`src/rtl/enemy_movement_controller.sv`:
```
// enemy_movement_controller
// Random-walk controller for one enemy sprite. A random nibble is sampled at
// each decision point: rand[1:0] picks the facing, rand[3:2]==00 selects a
// pause, anything else a walk. Walks and pauses last MOVE_TICKS frame ticks;
// a walk that would leave the playfield stops early and re-decides. A hit
// freezes the enemy for STUN_TICKS frame ticks.
module enemy_movement_controller #(
    parameter int X_MIN      = 0,
    parameter int X_MAX      = 304,
    parameter int Y_MIN      = 0,
    parameter int Y_MAX      = 224,
    parameter int SPAWN_X    = 152,
    parameter int SPAWN_Y    = 112,
    parameter int MOVE_TICKS = 16,
    parameter int STUN_TICKS = 32
) (
    input  logic       clock_i,
    input  logic       reset_i,
    input  logic       enable_i,
    input  logic       frame_tick_i,
    input  logic [3:0] rand_i,
    input  logic       hit_i,
    output logic [8:0] x_pos_o,
    output logic [7:0] y_pos_o,
    output logic [1:0] direction_o,
    output logic       moving_o,
    output logic       stunned_o,
    output logic       decide_strobe_o
);

    // Elaboration-time guard against parameter values the datapath cannot hold
    generate
        if (MOVE_TICKS < 1 || MOVE_TICKS > 63) begin : g_bad_move_ticks
            $error("enemy_movement_controller: MOVE_TICKS must be 1..63");
        end
        if (STUN_TICKS < 1 || STUN_TICKS > 63) begin : g_bad_stun_ticks
            $error("enemy_movement_controller: STUN_TICKS must be 1..63");
        end
        if (X_MIN < 0 || X_MAX > 511 || X_MIN > X_MAX) begin : g_bad_x_range
            $error("enemy_movement_controller: x bounds must fit 9 bits with X_MIN <= X_MAX");
        end
        if (Y_MIN < 0 || Y_MAX > 255 || Y_MIN > Y_MAX) begin : g_bad_y_range
            $error("enemy_movement_controller: y bounds must fit 8 bits with Y_MIN <= Y_MAX");
        end
        if (SPAWN_X < X_MIN || SPAWN_X > X_MAX || SPAWN_Y < Y_MIN || SPAWN_Y > Y_MAX) begin : g_bad_spawn
            $error("enemy_movement_controller: spawn point must lie inside the playfield");
        end
    endgenerate

    localparam logic [8:0] X_MIN_C   = 9'(X_MIN);
    localparam logic [8:0] X_MAX_C   = 9'(X_MAX);
    localparam logic [7:0] Y_MIN_C   = 8'(Y_MIN);
    localparam logic [7:0] Y_MAX_C   = 8'(Y_MAX);
    localparam logic [8:0] SPAWN_X_C = 9'(SPAWN_X);
    localparam logic [7:0] SPAWN_Y_C = 8'(SPAWN_Y);
    localparam logic [5:0] MOVE_T_C  = 6'(MOVE_TICKS);
    localparam logic [5:0] STUN_T_C  = 6'(STUN_TICKS);

    typedef enum logic [2:0] {
        S_IDLE,
        S_DECIDE,
        S_MOVE,
        S_PAUSE,
        S_STUN
    } state_e;

    typedef enum logic [1:0] {
        DIR_UP    = 2'b00,
        DIR_DOWN  = 2'b01,
        DIR_LEFT  = 2'b10,
        DIR_RIGHT = 2'b11
    } dir_e;

    state_e     state_q, state_d;
    dir_e       dir_q, dir_d;
    logic [8:0] x_q, x_d;
    logic [7:0] y_q, y_d;
    logic [5:0] cnt_q, cnt_d;

    logic       disable_req;
    logic       hit_take;
    logic       step_blocked;
    logic [5:0] cnt_inc;
    logic       move_done;
    logic       stun_done;

    // Event decode shared by the state and datapath logic
    always_comb begin
        // Dropping enable outranks every other event in any active state
        disable_req = (state_q != S_IDLE) && !enable_i;
        hit_take    = hit_i && (state_q != S_IDLE);
        cnt_inc     = cnt_q + 6'd1;
        move_done   = (cnt_inc == MOVE_T_C);
        stun_done   = (cnt_inc == STUN_T_C);
        // Compare before stepping so the unsigned position can never wrap
        step_blocked = 1'b0;
        case (dir_q)
            DIR_UP:    step_blocked = (y_q <= Y_MIN_C);
            DIR_DOWN:  step_blocked = (y_q >= Y_MAX_C);
            DIR_LEFT:  step_blocked = (x_q <= X_MIN_C);
            DIR_RIGHT: step_blocked = (x_q >= X_MAX_C);
            default:   step_blocked = 1'b0;
        endcase
    end

    // State register
    always_ff @(posedge clock_i or posedge reset_i) begin
        if (reset_i) begin
            state_q <= S_IDLE;
        end else begin
            state_q <= state_d;
        end
    end

    // Next-state logic: enable drop > hit > boundary block > tick count
    always_comb begin
        state_d = state_q;
        if (disable_req) begin
            state_d = S_IDLE;
        end else if (hit_take) begin
            state_d = S_STUN;
        end else begin
            case (state_q)
                S_IDLE: begin
                    if (enable_i) begin
                        state_d = S_DECIDE;
                    end
                end
                S_DECIDE: begin
                    state_d = (rand_i[3:2] == 2'b00) ? S_PAUSE : S_MOVE;
                end
                S_MOVE: begin
                    if (frame_tick_i && (step_blocked || move_done)) begin
                        state_d = S_DECIDE;
                    end
                end
                S_PAUSE: begin
                    if (frame_tick_i && move_done) begin
                        state_d = S_DECIDE;
                    end
                end
                S_STUN: begin
                    if (frame_tick_i && stun_done) begin
                        state_d = S_DECIDE;
                    end
                end
                default: state_d = S_IDLE;
            endcase
        end
    end

    // Datapath next values: facing latch, tick counter and position step
    always_comb begin
        x_d   = x_q;
        y_d   = y_q;
        dir_d = dir_q;
        cnt_d = cnt_q;
        if (!disable_req) begin
            // Facing is latched in DECIDE even when a hit arrives the same cycle
            if (state_q == S_DECIDE) begin
                dir_d = dir_e'(rand_i[1:0]);
                cnt_d = '0;
            end
            if (hit_take) begin
                cnt_d = '0;
            end else if (frame_tick_i) begin
                case (state_q)
                    S_MOVE: begin
                        if (!step_blocked) begin
                            cnt_d = cnt_inc;
                            case (dir_q)
                                DIR_UP:    y_d = y_q - 8'd1;
                                DIR_DOWN:  y_d = y_q + 8'd1;
                                DIR_LEFT:  x_d = x_q - 9'd1;
                                DIR_RIGHT: x_d = x_q + 9'd1;
                                default:   x_d = x_q;
                            endcase
                        end
                    end
                    S_PAUSE, S_STUN: begin
                        cnt_d = cnt_inc;
                    end
                    default: cnt_d = cnt_q;
                endcase
            end
        end
    end

    // Datapath registers
    always_ff @(posedge clock_i or posedge reset_i) begin
        if (reset_i) begin
            x_q   <= SPAWN_X_C;
            y_q   <= SPAWN_Y_C;
            dir_q <= DIR_UP;
            cnt_q <= '0;
        end else begin
            x_q   <= x_d;
            y_q   <= y_d;
            dir_q <= dir_d;
            cnt_q <= cnt_d;
        end
    end

    // Outputs: registered position/facing and pure decodes of the state register
    always_comb begin
        x_pos_o         = x_q;
        y_pos_o         = y_q;
        direction_o     = dir_q;
        moving_o        = (state_q == S_MOVE);
        stunned_o       = (state_q == S_STUN);
        decide_strobe_o = (state_q == S_DECIDE);
    end

endmodule
```
`config.mk`:
```
export PLATFORM = sky130hd
export DESIGN_NAME = enemy_movement_controller
export DESIGN_NICKNAME = d
export VERILOG_FILES = /design/src/rtl/enemy_movement_controller.sv
export SDC_FILE = /design/constraint.sdc
export NUM_CORES = 1
export LEC_CHECK = 0
export ABC_AREA = 1
export BUFFER_PORTS_ARGS = -buffer_cell sky130_fd_sc_hd__buf_2
export CAP_MARGIN = 20
export CELL_PAD_IN_SITES_DETAIL_PLACEMENT = 1
export CELL_PAD_IN_SITES_GLOBAL_PLACEMENT = 1
export CORE_ASPECT_RATIO = 1.4
export CORE_UTILIZATION = 43
export DETAILED_ROUTE_END_ITERATION = 12
export PLACE_DENSITY_LB_ADDON = 0.1
export SYNTH_ARGS = -nofsm -noshare
export SYNTH_HDL_FRONTEND = slang
export SYNTH_SLANG_ARGS = --single-unit
```
`constraint.sdc`:
```
create_clock -name clock_i -period 4.9 [get_ports clock_i]
set_input_delay 0.245 -clock clock_i [delete_from_list [all_inputs] [get_ports clock_i]]
set_output_delay 0.245 -clock clock_i [all_outputs]
set_load 0.005 [all_outputs]
```
## Word-level counts from Yosys, hierarchy flattened

Index checks and enable logic that the tools add are counted.

| storage, ports and cells | value |
|---|---|
| input bits | 9 |
| flip-flop bits (word level) | 28 |
| output and inout bits | 22 |

| cells by class | value |
|---|---|
| equality and inequality tests | 14 |
| add/sub/neg operators | 5 |
| order comparisons | 4 |
| muxes and demuxes | 16 |
| bitwise gates (word level) | 3 |
| reductions and logical operators | 19 |

Operator list:

| operator | number |
|---|---|
| $mux 6 | 4 |
| $mux 3 | 6 |
| $pmux 9 s2 | 1 |
| $pmux 8 s2 | 1 |
| $pmux 3 s5 | 1 |
| $ne 4x1->1 const B | 3 |
| $pmux 6 s2 | 1 |
| $reduce_and 6->1 | 2 |
| $add 9x1->9 const B | 1 |
| $ge 9x9->1 const B | 1 |
| $le 9x1->1 const B | 1 |
| $sub 9x1->9 const B | 1 |
| $add 8x1->8 const B | 1 |
| $ge 8x8->1 const B | 1 |
| $le 8x1->1 const B | 1 |
| $ne 4x4->1 const B | 2 |
| $sub 8x1->8 const B | 1 |
| $add 6x1->6 const B | 1 |
| $eq 3x2->1 const B | 2 |
| $eq 6x5->1 const B | 1 |
| $eq 6x6->1 const B | 1 |
| $logic_and 1x1->1 | 5 |
| $eq 2x2->1 const B | 2 |
| $logic_not 2->1 | 2 |
| other kinds (14) | 18 |

## Longest topological paths before layout

Gate-level depths: netlist of run 1.

| logic depth | value |
|---|---|
| word-level depth | 8 |
| depth in mapped cells | 12 |

## Worst setup path after synthesis of run 1

Ideal clock, no wire load.

| timing | value |
|---|---|
| path type | register -> register |
| from | register dir_q[1], in the netlist direction_o[1] |
| to | register x_q[6], in the netlist x_pos_o[6] |
| path slack | 2.963 ns |
| cell stages (with the launch flop) | 12 |
| buffers on the path | 0 |
| data arrival time | 1.818 ns |
| data required time | 4.780 ns |
| path through | dfrtp_1 -> nand2_1 -> fa_1 -> nand3_1 -> nand3_1 -> nand2_1 -> nand2_1 -> nand2_1 -> nand2_1 -> xor2_1 -> o21ai_0 -> inv_1 |

| on the way | value |
|---|---|
| longest elaborated chain between the ends | 4 |
| elaborated cells on any way between the ends | 9 |
| classes of those cells | 3 x eq/ne; 2 x mux; 1 x bitwise; 3 x reduce/logical |

RTL lines:

| what | RTL line | RTL |
|---|---|---|
| start: declaration | 75 | `dir_e dir_q, dir_d;` |
| start signal: assignment | 199 | `dir_q <= dir_d;` |
| $eq 2x2->1 (tied with other cells) | 97, 171 |  |
| $pmux 1 s4 | 97 | `case (dir_q)` |
| $not 1->1 (no line) | -- |  |
| $reduce_and 6->1 (no line) | -- |  |
| end signal: assignment | 192 | `x_q <= SPAWN_X_C;` |
| end signal: assignment | 197 | `x_q <= x_d;` |
| end: declaration | 76 | `logic [8:0] x_q, x_d;` |

Several ways; a longest one is shown, not always the timed one.
A chain may end at the register's enable or synchronous reset.

## Final worst setup path of run 1

Same ends and word-level chain as after synthesis.

==> flow_summary.ini, run 1 <==
[routing]
drc = 0
wirelength_um = 6140
via_count = 2265
antenna_left = 0
firstDrtPassIters = 4
vias_per_cell = 5.27
first_iter_violations = 44
wl_per_cell_um = 14.3

[clocking]
clk_pin_slew_ps = 100
clock-sinks = 28
clockBufferDepth = 2
htree_num_levels = 1
cts-hold-fix-buffers = 0
clk_latency_ps = 280
cts_tree = yes
root_buffer = clkbuf_8
cts_post_setup_buffers_inserted = 0
cts_resized = 0
cts_buffers = 3

[floorplan]
fp.coreArea_um2 = 5160
rows = 31
die_h_um = 88.2
ios = 31
die_area_um2 = 5610
start_util_pct = 44.3
dieWidth_um = 63.6

[status]
status = completed

[sta]
rsz0062_at_grt = false
fin_crit_ps = 2160
worst_slew_margin_rel_pct = 61.8
max_freq_mhz = 463
worst_pin_slew_ps = 567
finalHoldViolCount = 0
setup_violations = 0
post-route-period-util_pct = 44.1
worst_slack_ps = 2740
finalMaxSlewViolations = 0
whs_ps = 19.6
finalSetupTns_ps = 0
finalClockSkew_ps = 1.64

[global_route]
grt_pass1_wl_um = 10500
grt_max_degree = 29
overflow = 0
antenna_found_initial = 0
track_usage_pct = 24.1
grt_pass1_vias = 2331

[power_and_ir_drop]
leakage_nw = 1.39
power_density_nw_per_um2 = 674
ir_drop_mv = 0.216

[placement]
dp_hpwl_um = 5000
gp_congestion = 0.792
post-place-ws_ps = 2730
port_buffers = 30

[logic_synthesis]
avgSynthCellArea_um2 = 6.90
synth.area.top_cells = dfrtp_1 24%, nand2_1 15%, nand3_1 8.8%
synth_edf_count = 0
syn-cell-area_um2 = 2280
synthArstFlopShare_pct = 100
synth_seq_cells = 28
yosysTopAreaCell = dfrtp_1
ys_types = 31
synthCells = 331
yosysMostFrequentCell = nand2_1
synth_top_area_share_pct = 24.1
synth_top_flop_cell = dfrtp_1
syn-num-nets = 357
synth_commonest_cells = 91 x nand2_1, 51 x inv_1, 40 x nand3_1, 23 x o21ai_0, 22 x dfrtp_1
seq_area_frac_synth_pct = 31.0
yosys_warnings = 0

[setup_path]
rrSetupSlack_ps = 2740
startpoint_type = register
critPathSlowestCell = fa_1
cp_max_fo = 10
slowest_delay_ps = 490
rr_endpoint = x_pos_o[6]$_DFFE_PP0P_
critPathMostFrequentCell = nand2_1
end_kind = register
r2r-start = direction_o[1]$_DFFE_PP0P_
path_class = register to register
required_ps = 5080
path_cells = nand2_1 -> fa_1 -> nand3_1 -> nand3_1 -> nand2_1 -> nand2_1 -> nand2_1 -> nand2_1 -> xor2_1 -> o21ai_0 -> inv_1
cp.arrival_ps = 2340
critPathTopFamily = simple AND/OR/NAND/NOR gates
reg2reg_depth = 11
path_buf_inv = 1

[finish]
fin_nets = 391
drive_above_1_share_pct = 15.1
antennaDiodeCount = 0
syn_to_final_growth_pct = 12.5

[worst_hold_path]
worstHoldPathType = input port to async pin

[flow_run]
maxCapViolCount = 0
==> cell families (layout without fill, tap and decap cells) <==
family          count (synthesis)  in the layout  synth area share, %
fa+ha+maj                      17             17                 9.97
buf+inv                        56             89                 9.42
xor+xnor                       14             14                 5.37
simple gates                  179            179                 35.0
mux                             1              1                0.493
compound gates                 36             36                 8.77
flops                          28             28                 31.0
==> per-stage QoR <==
| stage | utilization [%] | instances | power (mW) | instance area (µm²) |
|---|---|---|---|---|
| final | 49.8 | 430 | 1.73 | 2570 |
| after global routing | 49.8 | 430 | 1.93 | 2570 |
| after CTS | 49.8 | 430 | 1.76 | 2570 |
| after detailed placement | 48.7 | 426 | 1.60 | 2510 |
| after global placement | 48.7 | 426 | 1.54 | 2510 |
| after floorplan | - | 331 | 1.28 | 2280 |
==> power breakdown <==
part           internal (mW)  switching, mW  leakage (nW)
sequential             0.331          0.122         0.336
clock                 0.0723         0.0811        0.0288
combinational          0.444          0.681          1.03
==> cell type report <==
cell class	instances	area (µm²)
Multi-Input combinational cell	247	1360
Timing Repair Buffer	31	158
Sequential cell	28	708
Fill cell	682	2590
Inverter	54	205
Clock buffer	4	55.1
Tap cell	66	82.6
==> state kept, by name (all words and copies together), names as in the netlist <==
| register | count |
|---|---|
| x_pos_o | 9 |
| y_pos_o | 8 |
| cnt_q | 6 |
| state_q | 3 |
| direction_o | 2 |
==> worst max-delay path by stage <==
stage | startpoint | to | slack, ps | cells after the start
2_1_floorplan | direction_o[1]$_DFFE_PP0P_ | x_pos_o[6]$_DFFE_PP0P_ | 2960 | 11
6_report | direction_o[1]$_DFFE_PP0P_ | x_pos_o[6]$_DFFE_PP0P_ | 2740 | 11
4_1_cts | direction_o[1]$_DFFE_PP0P_ | x_pos_o[6]$_DFFE_PP0P_ | 2700 | 11
3_5_place_dp | direction_o[1]$_DFFE_PP0P_ | x_pos_o[6]$_DFFE_PP0P_ | 2730 | 11
5_1_grt | direction_o[0]$_DFFE_PP0P_ | x_pos_o[5]$_DFFE_PP0P_ | 2470 | 12
3_3_place_gp | direction_o[1]$_DFFE_PP0P_ | x_pos_o[6]$_DFFE_PP0P_ | 2810 | 11
==> tightest hold or removal path: stages <==
cell	delay (ps)
buf_2	100
inv_1	40
buf_4	350
==> cell usage in the layout, fill, tap and decap left out, types with 2 or more instances in the layout <==
master    count
nand2_1      91
inv_1        51
nand3_1      40
buf_2        30
o21ai_0      23
dfrtp_1      22
nor2_1       20
ha_1         15
nand4_1       8
xor2_1        7
xnor2_1       7
dfstp_2       6
nor3_1        5
a21oi_1       5
nand2_2       4
clkbuf_8      4
nor2_2        3
o21ai_1       3
inv_2         2
nand3b_1      2
o21bai_1      2
and2_1        2
fa_1          2
==> per-layer routing <==
metal | global-route usage, % | vias up | routed length (µm)
met3 | 1.93 | 9 | 92
met1 | 26.2 | 1095 | 2550
met4 | 8.68 | 0 | 117
li1 | - | 1135 | -
met2 | 48.1 | 26 | 3380
met5 | 0 | - | 0
No activity file was read; power rests on OpenSTA's default activity.
==> run 2: changes to the inputs <==
Settings changed: CORE_UTILIZATION 43 to 37.
Clock period 4.9 ns to 1.88 ns, I/O delays scaled along.
==> run 2 against run 1 <==
Effect of this change: sequential share of layout area shrank 4.5 points; largest cell class unchanged; critical path depth is the same; die area increased by 16%; combinational power rose to 3.8 times the previous value; first-iteration DRC count decreased by 9.1%; critical path type unchanged; sequential power grew to 2.6 times the previous value; largest power group unchanged; via count increased by 4.1%; register-to-register slack got worse by 2700 ps; core utilization increased by 2.2 points; cell area up 19%.
==> flow_summary.ini, run 2 (synthesis results as in run 1) <==
[status]
status = completed

[setup_path]
reg2reg_depth = 11
startpoint_type = register
r2r-start = direction_o[1]$_DFFE_PP0P_
path_class = register to register
rrSetupSlack_ps = 60
required_ps = 2100
cp.arrival_ps = 2040
rr_endpoint = y_pos_o[6]$_DFFE_PP1P_
cp_max_fo = 6
end_kind = register

[placement]
dp.cells = 451
gp_congestion = 0.805
dp_hpwl_um = 5250
port_buffers = 30
placed_area_um2 = 2680

[worst_hold_path]
worstHoldPathType = input port to register
min_path_cells = 3
hold_path_end = state_q[2]$_DFFE_PP0P_
holdCritStartpoint = enable_i

[floorplan]
die_area_um2 = 6490
ios = 31
rows = 33
start_util_pct = 38.7
fp.coreArea_um2 = 5900
dieWidth_um = 68.4
die_h_um = 95.0

[clocking]
clockBufferDepth = 2
cts_buffers = 3
root_buffer = clkbuf_8
htree_num_levels = 1
clk_latency_ps = 280
clk_pin_slew_ps = 100
clock-sinks = 28
cts_tree = yes

[sta]
worst_slew_margin_rel_pct = 73.8
fin_crit_ps = 1820
worst_pin_slew_ps = 392
post-route-period-util_pct = 96.9
max_freq_mhz = 549
finalHoldViolCount = 0
finalClockSkew_ps = 1.95
finalSetupTns_ps = 0
setup_violations = 0
rsz0062_at_grt = true
finalMaxSlewViolations = 0
whs_ps = 25.5

[finish]
antennaDiodeCount = 0
final_cell_mix = 85 x nand2_1, 48 x inv_1, 33 x nand3_1, 30 x buf_2, 22 x dfrtp_1
layout_commonest_cell = nand2_1
largest_reg_flops = 9
fin_nets = 418
syn_to_final_growth_pct = 34.4
stdcell_count = 460
finalInstanceArea_um2 = 3070
drive_above_1_share_pct = 30.3

[routing]
wirelength_um = 6870
firstDrtPassIters = 4
first_iter_violations = 40
vias_per_cell = 5.12
antenna_left = 0
via_count = 2357
drc = 0
wl_per_cell_um = 14.9

[global_route]
antenna_found_initial = 0
overflow = 0
track_usage_pct = 22.2
grt_pass1_vias = 2412
grt_pass1_wl_um = 11000
grt_max_degree = 29

[power_and_ir_drop]
p_int_mw = 2.97
combPwrFrac_pct = 73.7
ir_drop_mv = 0.670
seqPwrFrac_pct = 20.3
power_density_nw_per_um2 = 1890
sw_frac_of_total_pct = 48.6
p_clk_share_pct = 6.0
switchingPower_mw = 2.81
finalPower_mw = 5.79
leakage_nw = 1.57

[flow_run]
maxCapViolCount = 0
==> run 2: how the worst max path moves through the flow <==
stage | from | to | slack, ps | cells past startpoint
after detailed placement | direction_o[1]$_DFFE_PP0P_ | x_pos_o[7]$_DFFE_PP1P_ | -60 | 10
after global routing | direction_o[1]$_DFFE_PP0P_ | x_pos_o[8]$_DFFE_PP0P_ | -70 | 10
after global placement | direction_o[1]$_DFFE_PP0P_ | x_pos_o[7]$_DFFE_PP1P_ | -50 | 10
after floorplan | direction_o[1]$_DFFE_PP0P_ | x_pos_o[6]$_DFFE_PP0P_ | 30 | 11
after CTS | direction_o[0]$_DFFE_PP0P_ | y_pos_o[6]$_DFFE_PP1P_ | 6 | 11
final | direction_o[1]$_DFFE_PP0P_ | y_pos_o[6]$_DFFE_PP1P_ | 60 | 11
==> run 2: stage by stage <==
step           util [%]  setup slack, ps
6_report           52.0             58.9
5_1_grt            52.0            -72.2
4_1_cts            47.8             5.93
3_5_place_dp       45.4            -56.0
3_3_place_gp       45.4            -47.4
2_1_floorplan         -             25.6
==> run 2: cell type report <==
class	instances	area, µm²
Clock buffer	3	41.3
Fill cell	753	2840
Inverter	54	205
Multi-Input combinational cell	247	1640
Sequential cell	28	708
Tap cell	70	87.6
Timing Repair Buffer	58	385
==> run 2: metal layers <==
metal	share of wire [%]	global-route usage, %
met5	0	0
met4	0.48	4.51
met3	1.2	1.57
met2	56	43.5
met1	42	24.9
==> run 2: power by group through the flow <==
stage / logic, mW / clock network (mW) / registers, mW
finish: 4.26 / 0.350 / 1.17
global route: 4.73 / 0.375 / 1.21
CTS: 3.61 / 0.352 / 1.15
detailed placement: 3.40 / 0 / 1.14
global placement: 3.30 / 0 / 1.13
floorplan: 2.22 / 0 / 1.12
==> run 2: timing repair <==
item / in CTS / in global routing
resized for setup: 13 / 58
setup buffers: 1 / 4
cloned: 0 / 0
hold buffers: 1 / 0
pin swaps: 2 / 22
endpoints found under the hold margin: 22 / 0
endpoints found under the setup margin: 5 / 22
==> run 2: critical path, cell delays in order (launching register included) <==
cell and delay [ps]:
dfrtp_1 440, inv_2 130, nand2_8 90, fa_2 370, nand3_2 90, nand3_2 60, nand2_2 80, nand2_2 60
a21oi_2 150, and2_4 150, o21ai_1 50, o21ai_1 80
==> run 3: changes to the inputs <==
Settings changed: ABC_AREA 1 to default, CORE_UTILIZATION 37 to 40.
==> run 3 against run 2 <==
Effect of this change: the run now ends with negative setup slack left; combinational power decreased by 39%; sequential power decreased by 23%; register-to-register slack got worse by 380 ps; die area decreased by 12%; critical path depth decreased by 2; global-route usage increased by 0.42 points; routed wire length decreased by 5.9%; synthesized cell count decreased by 29%; first-iteration DRC count increased by 130%; via count decreased by 10%; critical endpoint unchanged; largest cell class unchanged.
==> flow_summary.ini, run 3 <==
[routing]
wl_per_cell_um = 16.7
wl_met1_um = 2740
wirelength_um = 6470
wl_met3_um = 97
via_count = 2119
vias_per_cell = 5.48
drc = 0
top_layer_used = met4
first_iter_violations = 90
antenna_left = 0
dr_wl_met2_um = 3570
firstDrtPassIters = 4

[power_and_ir_drop]
p_clk_share_pct = 10.2
switchingPower_mw = 1.59
leakage_nw = 1.45
sw_frac_of_total_pct = 40.6
p_int_mw = 2.32
combPwrFrac_pct = 66.7
power_density_nw_per_um2 = 1270
seqPwrFrac_pct = 23.1
ir_drop_mv = 0.654

[logic_synthesis]
syn-cell-area_um2 = 2160
synth_top_area_share_pct = 25.5
yosysTopAreaCell = dfrtp_1
synth_compound_area_share_pct = 18.5
synth.area.top_cells = dfrtp_1 25%, ha_1 8.7%, dfstp_2 7.3%
yosys_warnings = 0
seq_area_frac_synth_pct = 32.8
syn-num-nets = 262
synth_commonest_cells = 22 x dfrtp_1, 19 x nand2_1, 16 x nor2_1, 15 x ha_1, 14 x a21oi_1
synth_top_flop_cell = dfrtp_1
yosysMostFrequentCell = dfrtp_1
synth_top_family_by_area = simple AND/OR/NAND/NOR gates
synth_seq_cells = 28
synthArstFlopShare_pct = 100
synthAdderAreaFrac_pct = 10.5
avgSynthCellArea_um2 = 9.16
ys_types = 51
synth.area.mux_share_pct = 6.14
synthCells = 236
synth_edf_count = 0
synth-simple-area-share_pct = 20.3
yosys.area_share.xor_xnor_pct = 7.30

[clocking]
clk_latency_ps = 280
cts_tree = yes
clk_pin_slew_ps = 110
htree_num_levels = 1
clock-sinks = 28
root_buffer = clkbuf_8
clockBufferDepth = 2
cts_buffers = 3

[placement]
dp_hpwl_um = 4480
port_buffers = 30
post-place-ws_ps = -221
gp_congestion = 0.776

[setup_path]
cp.depth = 9
cp.arrival_ps = 2420
rr_endpoint = y_pos_o[6]$_DFFE_PP1P_
startpoint_type = register
path_class = register to register
critPathTopFamily = compound AO/OA/AOI/OAI gates
required_ps = 2100
path_cells = or2b_4 -> buf_6 -> fa_2 -> a21o_1 -> a21oi_2 -> o21bai_1 -> a21oi_2 -> xnor2_1 -> mux2_2
r2r-start = direction_o[0]$_DFFE_PP0P_
rrSetupSlack_ps = -320
slowest_delay_ps = 410
path_buf_inv = 1
reg2reg_depth = 9
end_kind = register
cp_max_fo = 6
critPathSlowestCell = dfrtp_1
critPathMostFrequentCell = a21oi_2

[sta]
worst_slack_ps = -316
worst_pin_slew_ps = 418
setup_violations = 17
worst_slew_margin_rel_pct = 72.1
whs_ps = 62.8
finalSetupTns_ps = -2270
finalHoldViolCount = 0
finalClockSkew_ps = 2.27
rsz0062_at_grt = true
finalMaxSlewViolations = 0
fin_crit_ps = 2200
post-route-period-util_pct = 117
max_freq_mhz = 455

[status]
violations = negative setup slack
status = finished, violations left

[floorplan]
start_util_pct = 41.6
fp.coreArea_um2 = 5200
rows = 31
ios = 31
die_area_um2 = 5700
die_h_um = 89.0
dieWidth_um = 64.1

[global_route]
track_usage_pct = 22.6
grt_max_degree = 29
grt_pass1_wl_um = 9940
grt_pass1_vias = 2066
antenna_found_initial = 0
overflow = 0

[finish]
final_cell_mix = 54 x buf_4, 30 x buf_2, 22 x dfrtp_1, 17 x nand2_1, 15 x nor2_1
largest_reg_flops = 9
layout_commonest_cell = buf_4
drive_above_1_share_pct = 46.1
fin_nets = 348
syn_to_final_growth_pct = 42.5
antennaDiodeCount = 0

[worst_hold_path]
worstHoldPathType = input port to register
min_path_cells = 2
hold_path_end = direction_o[0]$_DFFE_PP0P_
holdCritStartpoint = rand_i[0]

[flow_run]
maxCapViolCount = 0
==> run 3: cell count changes after synthesis, moves of 9 or more <==
cell	before	now
a21oi_1	5	14
inv_1	51	10
mux2_2	1	10
nand2_1	91	19
nand3_1	40	10
o21ai_0	23	13
==> run 3: layout make-up <==
| type | instances | area, µm² |
|---|---|---|
| Fill cell | 620 | 2120 |
| Tap cell | 66 | 82.6 |
| Timing Repair Buffer | 91 | 642 |
| Multi-Input combinational cell | 188 | 1550 |
| Sequential cell | 28 | 708 |
| Clock buffer | 4 | 55.1 |
| Inverter | 10 | 37.5 |
==> run 3: metal layers <==
metal,track usage (%),vias to the layer above
met1,27.4,1071
met2,42.4,23
met3,2.17,6
li1,-,1019
met4,6.87,0
met5,0,-
==> run 3: power by group through the flow <==
stage                     Clock, mW  Combinational, mW  Sequential, mW
final                         0.399               2.61           0.902
after global routing          0.432               2.84           0.920
after CTS                     0.402               2.24           0.885
after detailed placement          0               2.14           0.895
after global placement            0               2.09           0.888
after floorplan                   0               1.38           0.887
==> run 3: cells by family after synthesis <==
| logic type | after synthesis |
|---|---|
| AND/OR/NAND/NOR | 83 |
| adder cells (fa/ha/maj) | 17 |
| multiplexers | 12 |
| flip-flops | 28 |
| AO/OA/AOI/OAI | 58 |
| XOR/XNOR | 18 |
| buffers and inverters | 20 |
==> run 3: worst register-to-register path, delay by kind of cell, from the launching register on <==
| family | cells | cell delay [ps] |
|---|---|---|
| multiplexers | 1 | 250 |
| flip-flops | 1 | 410 |
| buffers and inverters | 1 | 130 |
| XOR/XNOR | 1 | 70 |
| adder cells (fa/ha/maj) | 1 | 340 |
| AND/OR/NAND/NOR | 1 | 340 |
| AO/OA/AOI/OAI | 4 | 590 |
==> run 3: stage by stage <==
step,instances,utilization (%),power [mW],instance area (µm²)
floorplan,236,-,2.27,2190
CTS,377,54.8,3.53,2850
global route,387,59.2,4.19,3080
global placement,367,52.3,2.97,2720
detailed placement,367,52.3,3.03,2720
finish,387,59.2,3.91,3080
==> run 3: timing repair <==
| action | 4_1_cts | 5_1_grt |
|---|---|---|
| pin swaps | 6 | 20 |
| buffers inserted | 6 | 11 |
| gates resized for setup | 8 | 33 |
| setup endpoints to repair | 18 | 24 |
| hold buffers | 1 | 0 |
| hold endpoints to repair | 22 | 0 |
==> run 3: worst max path at each step <==
stage,start,endpoint,slack (ps)
floorplan,direction_o[1]$_DFFE_PP0P_,y_pos_o[6]$_DFFE_PP1P_,-220
global placement,direction_o[1]$_DFFE_PP0P_,y_pos_o[6]$_DFFE_PP1P_,-140
detailed placement,direction_o[1]$_DFFE_PP0P_,y_pos_o[6]$_DFFE_PP1P_,-220
CTS,direction_o[0]$_DFFE_PP0P_,y_pos_o[7]$_DFFE_PP0P_,-210
global route,direction_o[0]$_DFFE_PP0P_,y_pos_o[7]$_DFFE_PP0P_,-440
finish,direction_o[0]$_DFFE_PP0P_,y_pos_o[6]$_DFFE_PP1P_,-320
